### src/rtl/umi_host_pkg.sv
// rtl/umi_host_pkg.sv - UMI opcodes, command field offsets and host FSM states
package umi_host_pkg;

    localparam logic [4:0] REQ_READ   = 5'h01;
    localparam logic [4:0] REQ_WRITE  = 5'h03;
    localparam logic [4:0] RESP_READ  = 5'h02;
    localparam logic [4:0] RESP_WRITE = 5'h04;

    localparam int OPCODE_LSB = 0;
    localparam int SIZE_LSB   = 5;
    localparam int LEN_LSB    = 8;

    typedef enum logic [2:0] {
        ST_IDLE    = 3'd0,
        ST_WR_REQ  = 3'd1,
        ST_WR_RESP = 3'd2,
        ST_RD_REQ  = 3'd3,
        ST_RD_RESP = 3'd4,
        ST_OUT     = 3'd5
    } host_state_e;

endpackage

### src/rtl/umi_host_cmd_pack.sv
// rtl/umi_host_cmd_pack.sv - combinational UMI command builder from opcode/size/len
module umi_host_cmd_pack
    import umi_host_pkg::*;
#(
    parameter int CW = 32
) (
    input  logic [4:0]    opcode_i,
    input  logic [2:0]    size_i,
    input  logic [7:0]    len_i,
    output logic [CW-1:0] cmd_o
);

    always_comb begin
        cmd_o = '0;
        cmd_o[OPCODE_LSB +: 5] = opcode_i;
        cmd_o[SIZE_LSB   +: 3] = size_i;
        cmd_o[LEN_LSB    +: 8] = len_i;
    end

endmodule

### src/rtl/umi_fir_host.sv
// rtl/umi_fir_host.sv - UMI host that writes each sample to the FIR and reads back the result (optional UMI_HOST_TIMEOUT_EN)
module umi_fir_host #(
    parameter int             DW             = 128,
    parameter int             AW             = 64,
    parameter int             CW             = 32,
    parameter int             SW             = 16,
    parameter logic [AW-1:0]  SAMPLE_ADDR    = '0,
    parameter logic [AW-1:0]  RESULT_ADDR    = AW'(64'h8),
    parameter logic [AW-1:0]  HOST_ADDR      = AW'(64'h1000),
    parameter int             TIMEOUT_CYCLES = 1024
) (
    input  logic          clk,
    input  logic          nreset,
    input  logic          in_valid,
    input  logic [SW-1:0] in_data,
    output logic          in_ready,
    output logic          out_valid,
    output logic [SW-1:0] out_data,
    input  logic          out_ready,
    output logic          uhost_req_valid,
    output logic [CW-1:0] uhost_req_cmd,
    output logic [AW-1:0] uhost_req_dstaddr,
    output logic [AW-1:0] uhost_req_srcaddr,
    output logic [DW-1:0] uhost_req_data,
    input  logic          uhost_req_ready,
    input  logic          uhost_resp_valid,
    input  logic [CW-1:0] uhost_resp_cmd,
    input  logic [AW-1:0] uhost_resp_dstaddr,
    input  logic [AW-1:0] uhost_resp_srcaddr,
    input  logic [DW-1:0] uhost_resp_data,
    output logic          uhost_resp_ready,
    output logic          err_resp,
    output logic          err_timeout
);
    import umi_host_pkg::*;

    localparam logic [2:0] SIZE_ENC = 3'($clog2(SW / 8));

    logic [CW-1:0] wr_cmd, rd_cmd;

    umi_host_cmd_pack #(.CW(CW)) u_wr_cmd (
        .opcode_i(REQ_WRITE), .size_i(SIZE_ENC), .len_i(8'd0), .cmd_o(wr_cmd)
    );
    umi_host_cmd_pack #(.CW(CW)) u_rd_cmd (
        .opcode_i(REQ_READ), .size_i(SIZE_ENC), .len_i(8'd0), .cmd_o(rd_cmd)
    );

    host_state_e   state_q, state_d;
    logic [SW-1:0] sample_q, sample_d, result_q, result_d;
    logic          err_resp_q, err_resp_d;
    logic          in_ready_q, out_valid_q, req_valid_q, resp_ready_q;
    logic [CW-1:0] req_cmd_q, req_cmd_d;
    logic [AW-1:0] req_dst_q, req_dst_d, req_src_q, req_src_d;
    logic [DW-1:0] req_data_q, req_data_d;
    logic [4:0]    exp_opcode;
    logic          resp_bad, timeout_hit, in_resp_state, unused_ok;

    assign in_resp_state = (state_q == ST_WR_RESP) || (state_q == ST_RD_RESP);
    assign exp_opcode    = (state_q == ST_WR_RESP) ? RESP_WRITE : RESP_READ;
    assign resp_bad      = (uhost_resp_cmd[4:0] != exp_opcode) || (uhost_resp_dstaddr != HOST_ADDR);

`ifdef UMI_HOST_TIMEOUT_EN
    localparam int CNT_W = $clog2(TIMEOUT_CYCLES + 1);

    logic [CNT_W-1:0] wait_cnt_q;
    logic             err_timeout_q;

    assign timeout_hit = in_resp_state && !uhost_resp_valid
                         && (wait_cnt_q == CNT_W'(TIMEOUT_CYCLES - 1));

    // The count is held at zero outside the response states, so every entry starts fresh.
    always_ff @(posedge clk) begin
        if (!nreset) begin
            wait_cnt_q    <= '0;
            err_timeout_q <= 1'b0;
        end else begin
            if (!in_resp_state || uhost_resp_valid) wait_cnt_q <= '0;
            else                                    wait_cnt_q <= wait_cnt_q + 1'b1;
            if (timeout_hit) err_timeout_q <= 1'b1;
        end
    end

    assign err_timeout = err_timeout_q;
    assign unused_ok   = ^{uhost_resp_srcaddr, uhost_resp_data[DW-1:SW], uhost_resp_cmd[CW-1:5]};
`else
    assign timeout_hit = 1'b0;
    assign err_timeout = 1'b0;
    assign unused_ok   = ^{uhost_resp_srcaddr, uhost_resp_data[DW-1:SW], uhost_resp_cmd[CW-1:5],
                           32'(TIMEOUT_CYCLES)};
`endif

    always_comb begin
        state_d    = state_q;
        sample_d   = sample_q;
        result_d   = result_q;
        err_resp_d = err_resp_q;
        case (state_q)
            ST_IDLE:    if (in_valid && in_ready_q) begin
                            sample_d = in_data;
                            state_d  = ST_WR_REQ;
                        end
            ST_WR_REQ:  if (uhost_req_ready) state_d = ST_WR_RESP;
            ST_WR_RESP: if (uhost_resp_valid) begin
                            err_resp_d = err_resp_q | resp_bad;
                            state_d    = ST_RD_REQ;
                        end else if (timeout_hit) begin
                            state_d = ST_IDLE;
                        end
            ST_RD_REQ:  if (uhost_req_ready) state_d = ST_RD_RESP;
            ST_RD_RESP: if (uhost_resp_valid) begin
                            err_resp_d = err_resp_q | resp_bad;
                            result_d   = uhost_resp_data[SW-1:0];
                            state_d    = ST_OUT;
                        end else if (timeout_hit) begin
                            state_d = ST_IDLE;
                        end
            ST_OUT:     if (out_ready) state_d = ST_IDLE;
            default:    state_d = ST_IDLE;
        endcase
    end

    // Request fields derive from the next state so they register together with valid.
    always_comb begin
        req_cmd_d  = '0;
        req_dst_d  = '0;
        req_src_d  = '0;
        req_data_d = '0;
        if (state_d == ST_WR_REQ) begin
            req_cmd_d  = wr_cmd;
            req_dst_d  = SAMPLE_ADDR;
            req_src_d  = HOST_ADDR;
            req_data_d = DW'(sample_d);
        end else if (state_d == ST_RD_REQ) begin
            req_cmd_d  = rd_cmd;
            req_dst_d  = RESULT_ADDR;
            req_src_d  = HOST_ADDR;
        end
    end

    always_ff @(posedge clk) begin
        if (!nreset) begin
            state_q      <= ST_IDLE;
            sample_q     <= '0;
            result_q     <= '0;
            err_resp_q   <= 1'b0;
            in_ready_q   <= 1'b0;
            out_valid_q  <= 1'b0;
            req_valid_q  <= 1'b0;
            resp_ready_q <= 1'b0;
            req_cmd_q    <= '0;
            req_dst_q    <= '0;
            req_src_q    <= '0;
            req_data_q   <= '0;
        end else begin
            state_q      <= state_d;
            sample_q     <= sample_d;
            result_q     <= result_d;
            err_resp_q   <= err_resp_d;
            in_ready_q   <= (state_d == ST_IDLE);
            out_valid_q  <= (state_d == ST_OUT);
            req_valid_q  <= (state_d == ST_WR_REQ) || (state_d == ST_RD_REQ);
            resp_ready_q <= (state_d == ST_WR_RESP) || (state_d == ST_RD_RESP);
            req_cmd_q    <= req_cmd_d;
            req_dst_q    <= req_dst_d;
            req_src_q    <= req_src_d;
            req_data_q   <= req_data_d;
        end
    end

    assign in_ready          = in_ready_q;
    assign out_valid         = out_valid_q;
    assign out_data          = result_q;
    assign uhost_req_valid   = req_valid_q;
    assign uhost_req_cmd     = req_cmd_q;
    assign uhost_req_dstaddr = req_dst_q;
    assign uhost_req_srcaddr = req_src_q;
    assign uhost_req_data    = req_data_q;
    assign uhost_resp_ready  = resp_ready_q;
    assign err_resp          = err_resp_q;

endmodule

### config.mk
export PLATFORM = sky130hd
export DESIGN_NAME = umi_fir_host
export DESIGN_NICKNAME = d
export VERILOG_FILES = /design/src/rtl/umi_host_pkg.sv /design/src/rtl/umi_host_cmd_pack.sv /design/src/rtl/umi_fir_host.sv
export SDC_FILE = /design/constraint.sdc
export NUM_CORES = 1
export LEC_CHECK = 0
export CORE_AREA = 2 2 239 241
export DETAILED_ROUTE_END_ITERATION = 8
export DIE_AREA = 0 0 241 243
export PLACE_DENSITY = 0.37
export SYNTH_ARGS = -nofsm -noshare
export SYNTH_HDL_FRONTEND = slang
export SYNTH_SLANG_ARGS = --single-unit
### constraint.sdc
create_clock -name clk -period 1.4 [get_ports clk]
set_input_delay 0.21 -clock clk [delete_from_list [all_inputs] [get_ports clk]]
set_output_delay 0.21 -clock clk [all_outputs]
set_load 0.03 [all_outputs]
* Yosys cells after proc, flatten, opt, wreduce, memory -nomap -nowiden *
Cells that the tools add are included.

cells by class
  bitwise gates (word level) = 2
  muxes and demuxes = 15
  equal/unequal tests = 12
  reduce and logical (&&, ||, !) cells = 11

operator list
  kind                  count
  $ne 64x13->1 const B  1
  $mux 16               2
  $mux 13               2
  $mux 3                7
  $pmux 3 s6            1
  $eq 3x2->1 const B    4
  $eq 3x3->1 const B    4
  $mux 6                2
  $eq 3x1->1 const B    2
  $logic_not 3->1       2
  $reduce_and 2->1      3
  $ne 5x3->1            1
  $mux 4                1
  $reduce_or 2->1       2
  $logic_or 1x1->1      3
  $logic_and 1x1->1     1
  $not 1->1             1
  $or 1x1->1            1

storage, ports and cells
  word-level logic and storage cells = 55
  output and inout port bits = 310
  register bits = 328

* Depth between registers and ports, before layout *
Gate-level depths: netlist of run 1.

  depth after elaboration = 6
  mapped depth = 7

* Modules after synthesis *
From an unflattened synthesis of run 1, not the netlist that was laid out.

unflattened totals
  cell total of the unflattened synthesis = 642
  area total of the unflattened synthesis = 5728.0 um^2

by module, submodules not included
  module             times used  area each (um^2)  seq. area each (um^2)  cells an instance
  umi_fir_host       1           5240.0            1781.7                 576
  umi_host_cmd_pack  2           244.0             0.0                    33

* Worst setup path before layout of run 1 *
No wires, ideal clock.

  kind = reg-to-reg
  start point = register in_ready_q (netlist: in_ready)
  end point = register sample_q[0]
  period minus slack after synthesis = 1443 ps
  arrival = 1316 ps
  stages on the path, launching flop included = 7
  path slack = -43 ps
  data required time = 1272 ps
  setup time = 128 ps
  path buffers = 2
  cell sequence = dfxtp_1 > nand3b_4 > nand2b_1 > buf_6 > buf_12 > mux2i_1 > nor2_1

between the ends
  cells in the longest elaborated chain, start to end = 3

ends and longest elaborated chain
  item                      line                 text
  start: declaration        umi_fir_host.sv:51   logic in_ready_q, out_valid_q, req_valid_q, resp_ready_q;
  start signal: assignment  umi_fir_host.sv:159  in_ready_q <= (state_d == ST_IDLE);
  $logic_and 1x1->1         umi_fir_host.sv:98   ST_IDLE: if (in_valid && in_ready_q) begin
  $mux 16                   umi_fir_host.sv:98
  $mux 16                   umi_fir_host.sv:97   case (state_q)
  end signal: assignment    umi_fir_host.sv:156  sample_q <= sample_d;
  end: declaration          umi_fir_host.sv:49   logic [SW-1:0] sample_q, sample_d, result_q, result_d;

No other way between the ends.
A chain may end at the register's enable or synchronous reset.

* Worst setup path after layout of run 1 *
  start point = register state_q[2]
  end point = register err_resp_q (netlist: err_resp)

between the ends
  cells in the longest elaborated chain, start to end = 5
  elaborated cells on any way between the ends = 8

ends and longest elaborated chain
  item                      line                                      text
  start: declaration        umi_fir_host.sv:48                        host_state_e state_q, state_d;
  start signal: assignment  umi_fir_host.sv:155                       state_q <= state_d;
  $eq 3x2->1                umi_fir_host.sv:59, umi_fir_host.sv:97
  $mux 3                    umi_fir_host.sv:59                        assign exp_opcode = (state_q == ST_WR_RESP) ? RESP_WRITE : RESP_READ;
  $ne 5x3->1                umi_fir_host.sv:60                        assign resp_bad = (uhost_resp_cmd[4:0] != exp_opcode) || (uhost_resp_dstaddr != HOST_ADDR);
  $logic_or 1x1->1          umi_fir_host.sv:60
  $or 1x1->1                umi_fir_host.sv:104, umi_fir_host.sv:111
  end signal: assignment    umi_fir_host.sv:158                       err_resp_q <= err_resp_d;
  end: declaration          umi_fir_host.sv:50                        logic err_resp_q, err_resp_d;

Several ways; a longest one is shown, not always the timed one.

==> metrics, run 1 <==
Routed WL=11,800 um; routability cong.=0.670; most common cell after layout, fill and taps aside=conb_1; Hold Vio Cnt, Final=0; DIE HEIGHT=243 um; final instance area=0.00626 mm2; number of port buffers=148; Site Rows=87; xor/xnor cell area share of the yosys netlist=0.404%; cell count after synthesis=500; fill cell count=6,442; antenna violations before repair=0; worst path required time=1.60 ns; count of cell types in the netlist=40; Synth area leader=buf_4; Crit Path Max Fanout=7; Leakage=0.00269 uW; Ports=620; routed via count=3,004; Final Critical Period=1.36 ns; clock tree buffer depth=2; die footprint=0.0586 mm2; FF+latch area=0.00117 mm2; sequential-to-total area share from yosys stat=26.8%; Nets=979; share of cells above drive strength 1=14.0%; total CTS buffers=9; P&R area growth vs syn=44.2%; Post-route DRC=0; power density cells=1030 mW/mm2; core region area=0.0560 mm2; RSZ-0062 raised after global routing=yes; final number of max-transition violations=0; total grt overflow=0; Synth Warn #=0; CTS Sinks=58; worst min-delay path category=in2reg; most frequent cells in the layout=conb_1 (268), clkdlybuf4s50_1 (106), dfxtp_1 (54); CTS tree=yes; post-synthesis register bit count=58; # diodes=0; Syn Area/Cell=8.68 um2; Peak supply drop=0.548 mV; pre-CTS WS=-0.325 ns; synth top area cells=buf_4 (47%), dfxtp_1 (27%), mux2i_1 (3.9%); Placement Cell Area=0.00593 mm2; Total GRT Usage=3.51%; multiplexer area fraction after synthesis=3.92%; outcome=completed; DRT Pass-1 Iters=4; Post-DP HPWL=9870 um; Final Worst Setup Slack=0.0393 ns; largest family of logic cells by synthesized area=buffers and inverters; CTS Hold Bufs=0; Synth Area in Compound Gates=3.84%; DR WL/cell=8.28 um; maximum number of pins on one net before global-route repair=20; Final TNS setup=0 ns; Min Hold Slack=0.428 ns; Clock Latency Late Sink=0.33 ns; kind of critical path=reg2reg; CTS H-tree depth=3; drt via density=2.10; crit path DAT=1.56 ns; Critical Path Start Type=flop; Clock Tree Root=clkbuf_16; post-synthesis adder-cell area fraction=0%; Clock transition at path regs=0.06 ns; drt first-iter violations=46; Synth top area share=47.1%; Power Total=6470 uW; Die Wd=241 um; critical path capture point type=flop; multi-input logic area=0.00209 mm2; mapped cell area=0.00434 mm2; number of global-route vias before repair=2,510; first-pass GRT wire length=15,000 um; Final ANT Viol Nets=0; simple-gate share of the synthesized area=15.2%; Final Skew=0.00697 ns; # setup viols final=0; achievable frequency=735 MHz; period utilisation layout=97.2%; initial core utilization=7.76%; max-cap violation count=0
## state kept, by name (all words and copies together), names as in the netlist
name	flops
uhost_req_dstaddr	1
uhost_req_data	16
in_ready	1
out_data	16
err_resp	1
uhost_req_valid	1
uhost_req_cmd	1
uhost_resp_ready	1
out_valid	1
state_q	3
sample_q	16
## synthesized netlist by cell type, drive strengths merged
| cell | count |
|---|---|
| nor4 | 17 |
| nor2b | 4 |
| a21o | 1 |
| and4 | 1 |
| nor3b | 3 |
| buf | 280 |
| inv | 2 |
| clkbuf | 4 |
| nand3b | 1 |
| a41oi | 1 |
| nor4b | 1 |
| o22a | 1 |
| nand4 | 2 |
| xor2 | 1 |
| a22oi | 1 |
| dfxtp | 58 |
| a22o | 1 |
| mux2i | 17 |
| nand3 | 2 |
| conb | 1 |
| nand2b | 3 |
| nor2 | 22 |
| a21oi | 17 |
| o22ai | 1 |
| nand2 | 35 |
| xnor2 | 1 |
| nor3 | 19 |
| and3 | 1 |
| o21ai | 2 |
## worst paths after layout
kind	slack, ns	to	from	cells after the start
worst min register to register	0.45	out_data[1]	out_data[1]	2
worst max-delay path	0.04	err_resp	state_q[2]	6
worst min-delay path	0.43	out_data[12]	uhost_resp_data[12]	3
worst max register to register	0.04	err_resp	state_q[2]	6
## report_power, final
part	internal [uW]	leakage, uW	total [uW]	switching (uW)
logic	813	0.00209	2520	1710
clock network	1280	0.000130	2100	818
registers	1770	0.000471	1850	76.1
## timing repair
item                                    CTS  global route
pin swaps                                 2             5
endpoints found under the setup margin   61            40
resized for setup                        46            13
buffers inserted                          0             1
## final cells by class
cell class,instances,area share (%)
well taps,756,15.1
multi-input cells,423,33.4
clock inverters,4,0.440
repair buffers,175,28.2
flip-flops and latches,58,18.7
clock buffers,11,4.04
inverters,2,0.120
## layer usage
layer | GRT usage, % | vias to the layer above | routed length, um
met5 | 0 | - | 0
met4 | 1.18 | 0 | 193
met3 | 1.38 | 17 | 1770
met2 | 6.32 | 251 | 5600
met1 | 3.68 | 1325 | 4270
li1 | - | 1411 | -
## cells by family (layout without fill, tap and decap cells)
kind of cell,after synthesis,in the layout
XOR/XNOR,2,2
AO/OA/AOI/OAI,25,25
AND/OR/NAND/NOR,111,111
flip-flops,58,58
buffers and inverters,286,192
other,1,268
multiplexers,17,17
## critical path, cell delays in order, from the launching register on
cell and delay (ns):
dfxtp_4 0.36, buf_6 0.12, nor3b_2 0.16, buf_4 0.15, mux2i_4 0.07, nor4_2 0.25
a41oi_1 0.13
## stage by stage
stage               util [%]  std cells
finish                  11.2       1429
floorplan                  -        767
detailed placement      10.6       1413
CTS                     11.1       1428
global placement        10.6       1413
global route            11.2       1429
(Power assumes the default switching activity.)
==> run 2: changes to the inputs <==
--- a/config.mk
+++ b/config.mk
@@ -6,6 +6,7 @@
 export NUM_CORES = 1
 export LEC_CHECK = 0
 export CORE_AREA = 2 2 239 241
+export CTS_CLUSTER_DIAMETER = 150
 export DETAILED_ROUTE_END_ITERATION = 8
 export DIE_AREA = 0 0 241 243
 export PLACE_DENSITY = 0.37
==> results of run 2 <==
No change in the layout: final DEF, timing and power equal those of run 1.
==> run 3: changes to the inputs <==
--- a/config.mk
+++ b/config.mk
@@ -9,6 +9,7 @@
 export CTS_CLUSTER_DIAMETER = 150
 export DETAILED_ROUTE_END_ITERATION = 8
 export DIE_AREA = 0 0 241 243
+export GPL_TIMING_DRIVEN = 0
 export PLACE_DENSITY = 0.37
 export SYNTH_ARGS = -nofsm -noshare
 export SYNTH_HDL_FRONTEND = slang
==> run 3 against run 2 <==
  * The flow now finishes with violations (setup timing)
  * Cell count up 19%
  * Design area up 36%
  * Sequential power about the same
  * Non-clock buffer count up 269
  * Sequential cell count unchanged
  * Setup slack worse by 0.057 ns
  * Wire length up 26%
  * Utilization up 4.0 points
==> metrics, run 3 (same netlist as run 1, synthesis figures left out) <==
most frequent cells in the layout=buf_4 (279), conb_1 (268), clkdlybuf4s50_1 (103); RSZ-0062 raised after global routing=yes; worst path required time=1.66 ns (+0.06 ns); Clock transition at path regs=0.06 ns (about the same); power density cells=906 mW/mm2 (-12%); number of global-route vias before repair=3,423 (+36%); Net Switching=2910 uW (+12%); Placed Cells=1,671 (+18%); achievable frequency=705 MHz (-4.0%); Final Skew=0.00939 ns (+0.00242 ns); Final TNS setup=-0.0464 ns (-0.0464 ns); routed via count=3,773 (+26%); Critical Path Start Type=flop; first-pass GRT wire length=19,300 um (+29%); kind of critical path=reg2reg; DRT Pass-1 Iters=4 (unchanged); die footprint=0.0586 mm2 (unchanged); Final Critical Period=1.42 ns (+0.0570 ns); Final ANT Viol Nets=0 (unchanged); critical path capture point type=flop; share of cells above drive strength 1=39.3% (+25 points); CTS H-tree depth=3 (unchanged); fill cell count=6,385 (-0.88%); CTS Hold Bufs=0 (unchanged); Leakage=0.00427 uW (+58%); FF-to-FF setup slack=-0.02 ns (-0.06 ns); Crit Path Max Fanout=7 (unchanged); drt first-iter violations=45 (-2.2%); Final Worst Setup Slack=-0.0177 ns (-0.0570 ns); Peak supply drop=0.503 mV (-8.3%); outcome=finished, violations left; Site Rows=87 (unchanged); Comb pwr share=46.2% (+7.2 points); Clk pwr share=29.7% (-2.7 points); drt via density=2.22 (+5.7%); failing checks=setup timing; routability cong.=0.647 (-3.4%); most common cell after layout, fill and taps aside=buf_4; FF+latch area=0.00117 mm2 (unchanged); final number of max-transition violations=0 (unchanged); number of port buffers=148 (unchanged); CTS tree=yes; Finished Layout Cells=1,698 (+19%); core region area=0.0560 mm2 (unchanged); Clock Tree Root=clkbuf_16; Worst slew margin=64.4%; Pint=4790 uW (+24%); Total GRT Usage=4.54% (+1.0 points); total grt overflow=0 (unchanged); Worst R2R End=uhost_req_data[13]; worst min-delay path category=in2reg; Die Wd=241 um (unchanged); Post-DP HPWL=12,100 um (+22%); antenna violations before repair=1 (+1); total CTS buffers=9 (unchanged); # diodes=0 (unchanged); Worst Reg-to-Reg Cells=7 (+1); period utilisation layout=101% (+4.1 points); P&R area growth vs syn=95.9%; initial core utilization=7.76% (unchanged); # setup viols final=5 (+5); Nets=1,248 (+27%); CTS Sinks=58 (unchanged); Post-route DRC=0 (unchanged); Routed WL=14,900 um (+26%); min-delay src=uhost_resp_dstaddr[43]; measured slew at the worst slew-check pin=0.529 ns; Hold EP=err_resp; RR Startpoint=state_q[2]; DR WL/cell=8.78 um (+6.0%); Clock Latency Late Sink=0.34 ns (about the same); Switching Fraction=37.8% (-2.5 points); clock tree buffer depth=2 (unchanged); multi-input logic area=0.00226 mm2 (+8.3%); max-cap violation count=0 (unchanged); Flop pwr share=24.1% (-4.4 points); Hold Crit Depth=5 (+2); Ports=620 (unchanged); Placement Cell Area=0.00777 mm2 (+31%); Hold Vio Cnt, Final=0 (unchanged); final instance area=0.00850 mm2 (+36%); maximum number of pins on one net before global-route repair=11 (-45%); DIE HEIGHT=243 um (unchanged); crit path DAT=1.68 ns (+0.12 ns)
[run 3: area by class of cell]
class                   instances  area share (%)
flip-flops and latches         58            13.7
clock inverters                 4           0.603
well taps                     756            11.1
clock buffers                  11            2.97
inverters                       2          0.0883
plain buffers                 283            25.7
multi-input cells             423            26.6
repair buffers                161            19.1
[run 3: worst max-delay path: stages, from the launching register on]
cell and delay (ns):
dfxtp_2 0.36, buf_8 0.14, a21oi_4 0.05, a22oi_2 0.22, o22ai_4 0.11, buf_12 0.16, buf_12 0.15, nor3_4 0.16
[run 3: how the worst max path moves through the flow]
| stage | startpoint | end | slack (ns) | cells past startpoint |
|---|---|---|---|---|
| global placement | nreset | state_q[2] | -0.46 | 4 |
| finish | state_q[2] | uhost_req_data[13] | -0.02 | 7 |
| global route | state_q[2] | uhost_req_data[13] | -0.08 | 7 |
| CTS | uhost_resp_dstaddr[55] | err_resp | 0.003 | 5 |
| detailed placement | nreset | sample_q[8] | -0.50 | 4 |
| floorplan | err_resp | err_resp | 0.06 | 4 |
[run 3: through the flow]
step	power (uW)	util [%]	setup WS (ns)	hold WS [ns]
after global routing	8130	15.2	-0.0757	0.426
final	7700	15.2	-0.0177	0.408
after CTS	7440	14.7	0.00297	0.408
after detailed placement	4840	13.9	-0.496	0.449
after floorplan	4130	-	0.0641	0.324
after global placement	4830	13.9	-0.464	0.443
[run 3: metal layers]
layer / wire length [um] / vias up / global-route usage [%]
li1: - / 1954 / -
met1: 5270 / 1560 / 4.46
met2: 7610 / 243 / 8.57
met3: 1880 / 14 / 1.94
met4: 144 / 2 / 1.25
met5: 11 / - / 0
[run 3: repair_timing]
item	4_1_cts	5_1_grt
setup buffers	6	3
gates cloned	3	1
gates resized for setup	73	54
setup endpoints to repair	93	50
pin swaps	2	12
[run 3: power by group through the flow]
stage               Combinational, uW  Clock (uW)  Sequential (uW)
floorplan                        2170           0             1960
CTS                              3190        2400             1840
global route                     3780        2480             1870
detailed placement               2960           0             1870
finish                           3560        2280             1860
global placement                 2960           0             1870
